<file path="src/rtl/osr_pull_ctrl.sv">
// OSR refill / autopull / PULL-instruction control for a state-machine TX path.
// Strobes are combinational from the registered stall FSM; stall_count is a saturating counter.
module osr_pull_ctrl (
    input  logic        clk,
    input  logic        reset,
    input  logic        sm_enable,
    input  logic        autopull_en,
    input  logic        instr_out_valid,
    input  logic        instr_pull_valid,
    input  logic        pull_block,
    input  logic        pull_ifempty,
    input  logic [31:0] x_data,
    input  logic        fifo_empty,
    input  logic [31:0] fifo_data,
    input  logic        osr_empty,
    input  logic        osr_request_refill,
    input  logic        stall_cnt_clr,
    output logic        fifo_pop,
    output logic        osr_refill_now,
    output logic [31:0] osr_refill_data,
    output logic        osr_out_enable,
    output logic        instr_done,
    output logic        stall,
    output logic [1:0]  state,
    output logic [15:0] stall_count
);

    typedef enum logic [1:0] {
        RUN        = 2'd0,
        OUT_STALL  = 2'd1,
        PULL_STALL = 2'd2
    } state_t;

    state_t state_q;
    state_t state_d;
    logic   use_x;

    assign state           = state_q;
    assign osr_refill_data = use_x ? x_data : fifo_data;

    always_comb begin
        state_d        = state_q;
        fifo_pop       = 1'b0;
        osr_refill_now = 1'b0;
        osr_out_enable = 1'b0;
        instr_done     = 1'b0;
        stall          = 1'b0;
        use_x          = 1'b0;
        // Reset is folded in here so strobes stay quiet while it is held.
        if (!reset || !sm_enable) begin
            state_d = RUN;
        end else begin
            unique case (state_q)
                RUN: begin
                    if (instr_pull_valid) begin
                        if (pull_ifempty && !osr_empty) begin
                            instr_done = 1'b1;
                        end else if (!fifo_empty) begin
                            osr_refill_now = 1'b1;
                            fifo_pop       = 1'b1;
                            instr_done     = 1'b1;
                        end else if (pull_block) begin
                            stall   = 1'b1;
                            state_d = PULL_STALL;
                        end else begin
                            osr_refill_now = 1'b1;
                            use_x          = 1'b1;
                            instr_done     = 1'b1;
                        end
                    end else if (instr_out_valid) begin
                        if (autopull_en && osr_empty && !fifo_empty) begin
                            osr_refill_now = 1'b1;
                            fifo_pop       = 1'b1;
                            stall          = 1'b1;
                        end else if (autopull_en && osr_empty) begin
                            stall   = 1'b1;
                            state_d = OUT_STALL;
                        end else begin
                            osr_out_enable = 1'b1;
                            instr_done     = 1'b1;
                            if (osr_request_refill && !fifo_empty) begin
                                osr_refill_now = 1'b1;
                                fifo_pop       = 1'b1;
                            end
                        end
                    end else if (autopull_en && osr_empty && !fifo_empty) begin
                        osr_refill_now = 1'b1;
                        fifo_pop       = 1'b1;
                    end
                end
                OUT_STALL: begin
                    if (!instr_out_valid) begin
                        state_d = RUN;
                    end else if (fifo_empty) begin
                        stall = 1'b1;
                    end else begin
                        osr_refill_now = 1'b1;
                        fifo_pop       = 1'b1;
                        stall          = 1'b1;
                        state_d        = RUN;
                    end
                end
                PULL_STALL: begin
                    if (!instr_pull_valid) begin
                        state_d = RUN;
                    end else if (fifo_empty) begin
                        stall = 1'b1;
                    end else begin
                        osr_refill_now = 1'b1;
                        fifo_pop       = 1'b1;
                        instr_done     = 1'b1;
                        state_d        = RUN;
                    end
                end
                default: state_d = RUN;
            endcase
        end
    end

    always_ff @(posedge clk or negedge reset) begin
        if (!reset) begin
            state_q     <= RUN;
            stall_count <= '0;
        end else begin
            state_q <= state_d;
            if (stall_cnt_clr)
                stall_count <= '0;
            else if (stall && stall_count != '1)
                stall_count <= stall_count + 16'd1;
        end
    end

endmodule

</file>
<file path="config.mk">
export PLATFORM = sky130hd
export DESIGN_NAME = osr_pull_ctrl
export DESIGN_NICKNAME = d
export VERILOG_FILES = /design/src/rtl/osr_pull_ctrl.sv
export SDC_FILE = /design/constraint.sdc
export NUM_CORES = 1
export LEC_CHECK = 0
export CAP_MARGIN = 20
export CORE_MARGIN = 1.5
export CORE_UTILIZATION = 35
export DETAILED_ROUTE_END_ITERATION = 8
export PLACE_DENSITY = 0.87
export SLEW_MARGIN = 20
export SYNTH_ARGS = -nofsm -noshare
export SYNTH_HDL_FRONTEND = slang
export SYNTH_SLANG_ARGS = --single-unit
</file>
<file path="constraint.sdc">
create_clock -name clk -period 3.2 [get_ports clk]
set_input_delay 0.64 -clock clk [delete_from_list [all_inputs] [get_ports clk]]
set_output_delay 0.64 -clock clk [all_outputs]
set_load 0.02 [all_outputs]
</file>
## Word-level counts from Yosys, hierarchy flattened

Cells that the tools add are included.
Widths: inputs -> output; s select.

- Input port bits: 76
- Word-level logic and storage cells: 85
- Flip-flop bits (word level): 18

- Multiplexer cells: 60
- Add/sub/neg operators: 1
- Reduce and logical (&&, ||, !) cells: 13
- Equality and inequality tests: 9

Operators by type and width:

| operator | number |
|---|---|
| $mux 1 | 41 |
| $mux 16 | 2 |
| $mux 32 | 1 |
| $ne 4x4->1 const B | 6 |
| $mux 2 | 11 |
| $add 16x1->16 const B | 1 |
| $ne 16x16->1 const B | 1 |
| $pmux 1 s3 | 3 |
| $pmux 2 s3 | 1 |
| $reduce_and 6->1 | 1 |
| $logic_and 1x1->1 | 5 |
| $logic_not 1->1 | 4 |
| $eq 2x1->1 const B | 1 |
| $eq 2x2->1 const B | 1 |
| $logic_not 2->1 | 1 |
| $pmux 1 s2 | 1 |
| $reduce_bool 2->1 | 1 |
| $logic_or 1x1->1 | 1 |

## Logic depth before layout (Yosys ltp)

- Depth after elaboration: 10
- Mapped depth: 9
- Gate-level depth less buffers: 6

## Least setup slack after synthesis

No wires, ideal clock.

- Path type: in2out
- Start point: in sm_enable
- End point: out osr_refill_data[10]
- Arrival time: 1.717 ns
- Path buffers: 1
- Path slack: 0.843 ns
- Stages on the path: 5
- Path through: nand2_1 -> nor4_1 -> nand2_1 -> buf_1 -> mux2_2

- Cells in the longest elaborated chain, start to end: 4

Ends and longest elaborated chain:

| what | line | text |
|---|---|---|
| start: declaration | 6 | `input logic sm_enable,` |
| $logic_not 1->1 | 50 | `if (!reset \|\| !sm_enable) begin` |
| $logic_or 1x1->1 | 50 |  |
| $mux 1 | 50 |  |
| $mux 32 | 39 | `assign osr_refill_data = use_x ? x_data : fifo_data;` |
| end: declaration | 20 | `output logic [31:0] osr_refill_data,` |

Every way passes these cells.

## Worst setup path after layout

- Start point: in osr_empty
- End point: out fifo_pop

- Cells in the longest elaborated chain, start to end: 7
- Elaborated cells between the ends (all ways): 12
- Those cells by class: mux (8); reduce/logical (4)

Ends and longest elaborated chain:

| what | line | text |
|---|---|---|
| start: declaration | 15 | `input logic osr_empty,` |
| $logic_and 1x1->1 | 71, 75, 86 |  |
| $mux 1 / $logic_and 1x1->1 (equally long branches) | 75, 71, 86 |  |
| $mux 1, on equally long branches | 71, 86 |  |
| $mux 1 | 70 | `end else if (instr_out_valid) begin` |
| $mux 1 (*) | 55 | `if (instr_pull_valid) begin` |
| $pmux 1 s3 (*) | 53 | `unique case (state_q)` |
| $mux 1 (*) | 50 |  |
| end: declaration | 18 | `output logic fifo_pop,` |

Every way passes the cells marked *; elsewhere a longest branch is shown, timed or not.

==> metrics.txt <==
Clock Path Buffers 2; sequential share of the synthesized area 28.89%; Root Driver clkbuf_8; WS Path Type primary input to output pin; largest net degree at the start of global routing 33; commonest non-fill, non-tap cell in the layout clkdlybuf4s50_1; gpl congestion 0.9236; vias in the first global route 1884; prevailing post-synth register cell dfrtp_1; Net Switching 0.0001718 W; Combinational Power Share 35.7%; Routed Antenna Nets 0; clk sink count 18; max frequency 327.6 MHz; vias 1987; Peak VDD IR 232.6 uV; CP startpoint kind primary input; Post-synth ARST share 100.0%; CP Max Fanout 5; CP endpoint kind output pin; Seq pwr share 35.3%; Max Slew Vio Count 0; Finished Layout Cells 360; GRT Residual Overflow 0; clock share of power 29.0%; Worst-Skew Late Latency 0.26 ns; layout filler cell count 356; Final Cycle Share 95.40%; Ports 131; CTS tree yes; most frequent cells in the layout clkdlybuf4s50_1 (94), dlygate4sd2_1 (33), mux2_2 (32); net count after synthesis 250; synth warn 0; WL per Instance 17.91 um; Final Cell Area 0.002990 mm^2; area of the die 0.004864 mm^2; Net Sw Frac 26.48%; Slew headroom 57.52%; Worst-Margin Slew 0.6352 ns; final WL 6.446 mm; placed cell count 356; synthesized instance count 173; PwrDens 217.1 mW/mm^2; ratio of cells with drive above 1 in the final layout 16.56%; hpwl dp 5.213 mm; initial detailed-routing violation count 72; port buffer count 130; diode count 0; DRC viols 0; # rows 24; GRT Total Usage 25.71%; cell-internal power 0.0004772 W; placed cell areas 0.002962 mm^2; unrepaired setup endpoints after global routing no; status complete, no violations; HP Class register to register; Critical Path RT 2.56 ns; H-tree level count 1; Period minus WS final 3.053 ns; final clock skew 0.002345 ns; Die Wd 69.74 um; Initial Util 36.05%; clock-pin slew on the worst setup and hold paths 0.07 ns; global-route wire length before repair 9.942 mm; Area growth, synth to finish 91.81%; endpoints failing setup 0; CTS buffer count 3; initial antenna violation count 0; first-pass detailed-route iteration total 4; Max-Cap Viols 0; Leak Pwr 1.210 nW; via-per-instance ratio 5.519; Mean Syn Cell Area 9.012 um^2; Yosys cell types 42; arrival time at the worst endpoint 2.41 ns; Die Height 69.74 um; Post-synth EDFFs 0; FF+latch count, synth 18; post-synth design cell area 0.001559 mm^2; Final #Nets 386; core outline area 0.004324 mm^2; Hold Fails Final Rpt 0; worst hold slack 0.5801 ns
==> cells by family (layout without fill, tap and decap cells) <==
kind of cell               Yosys count  count (layout)  share of synthesized area, %
AOI/OAI and AO/OA                   44              44                         17.50
DFF                                 18              18                         28.89
and+or+nand+nor                     61              61                         23.76
buffers and inverters               16             151                         5.216
muxes                               33              33                         23.84
adders and majority gates            1               1                        0.8024
==> power groups by stage <==
stage	logic [W]	clock network [W]	registers (W)
after global placement	0.000246	0	0.000233
after global routing	0.000246	0.000204	0.000229
final	0.000232	0.000188	0.000229
after detailed placement	0.000249	0	0.000233
after CTS	0.000233	0.000190	0.000229
after floorplan	0.0000826	0	0.000234
==> cells in the mapped netlist (2+ instances only) <==
library cell	count	area share (%)
and2_1	2	0.80
nand3_1	7	2.2
a21oi_1	20	6.4
and3_1	2	0.80
o21ai_0	4	1.3
or3_1	5	2.0
nand2_1	10	2.4
nand3b_1	4	1.9
buf_1	4	0.96
nor2b_1	2	0.80
or4_1	9	4.3
buf_6	2	1.4
nor2_1	8	1.9
nor3_1	2	0.64
dfrtp_1	18	29
a31oi_1	3	1.2
mux2_2	32	23
inv_1	6	1.4
o31ai_1	10	4.8
==> through the flow <==
step                      total power [W]  util [%]  setup WS, ns  setup TNS (ns)
after CTS                       0.0006518     68.84      0.005542               0
after floorplan                 0.0003165         -        0.8431               0
after global placement          0.0004796     68.49       -0.1005          -2.111
after detailed placement        0.0004827     68.49       -0.1366          -1.823
after global routing            0.0006790     69.16       0.05948               0
final                           0.0006491     69.16        0.1473               0
==> sequential cells by signal, indices dropped and copies added (netlist names) <==
register     count
state            2
stall_count     16
==> layer usage <==
| layer | vias to the layer above | part of all wire (%) | track usage [%] |
|---|---|---|---|
| met4 | 0 | 2.1 | 8.120 |
| met1 | 947 | 38 | 30.57 |
| met3 | 12 | 6.1 | 3.052 |
| met5 | - | 0 | 0 |
| met2 | 97 | 54 | 47.86 |
| li1 | 931 | - | - |
==> final timing paths <==
| kind | slack, ns | end | from | cells past startpoint |
|---|---|---|---|---|
| max reg2reg | 1.11 | stall_count[13] | state[0] | 6 |
| min reg2reg | 0.58 | stall_count[8] | stall_count[8] | 2 |
| min in group asynchronous | 0.90 | stall_count[10] | reset | 3 |
| max in group asynchronous | 2.10 | stall_count[3] | reset | 3 |
| min | 0.58 | stall_count[8] | stall_count[8] | 2 |
| max | 0.15 | fifo_pop | osr_empty | 6 |
==> layout make-up <==
class	count	area, um^2	share of cell area (%)
clock buffers	4	55.05	1.841
multi-input cells	139	1035	34.60
inverters	6	22.52	0.7531
repair buffers	141	1363	45.56
flip-flops and latches	18	450.4	15.06
well taps	52	65.06	2.176
==> critical path: stages <==
cell             delay [ns]
clkdlybuf4s50_1        0.56
a221oi_1               0.14
a2111oi_1              0.42
o21ai_0                0.13
a21oi_1                0.16
dlygate4sd2_1          0.35
==> repair_timing <==
item	4_1_cts	5_1_grt
setup buffers	0	0
endpoints found under the setup margin	33	4
endpoints found under the hold margin	0	0
resized for setup	34	4
cloned	0	0
hold buffers	0	0
Note: power is estimated with default switching activity, not from simulation.
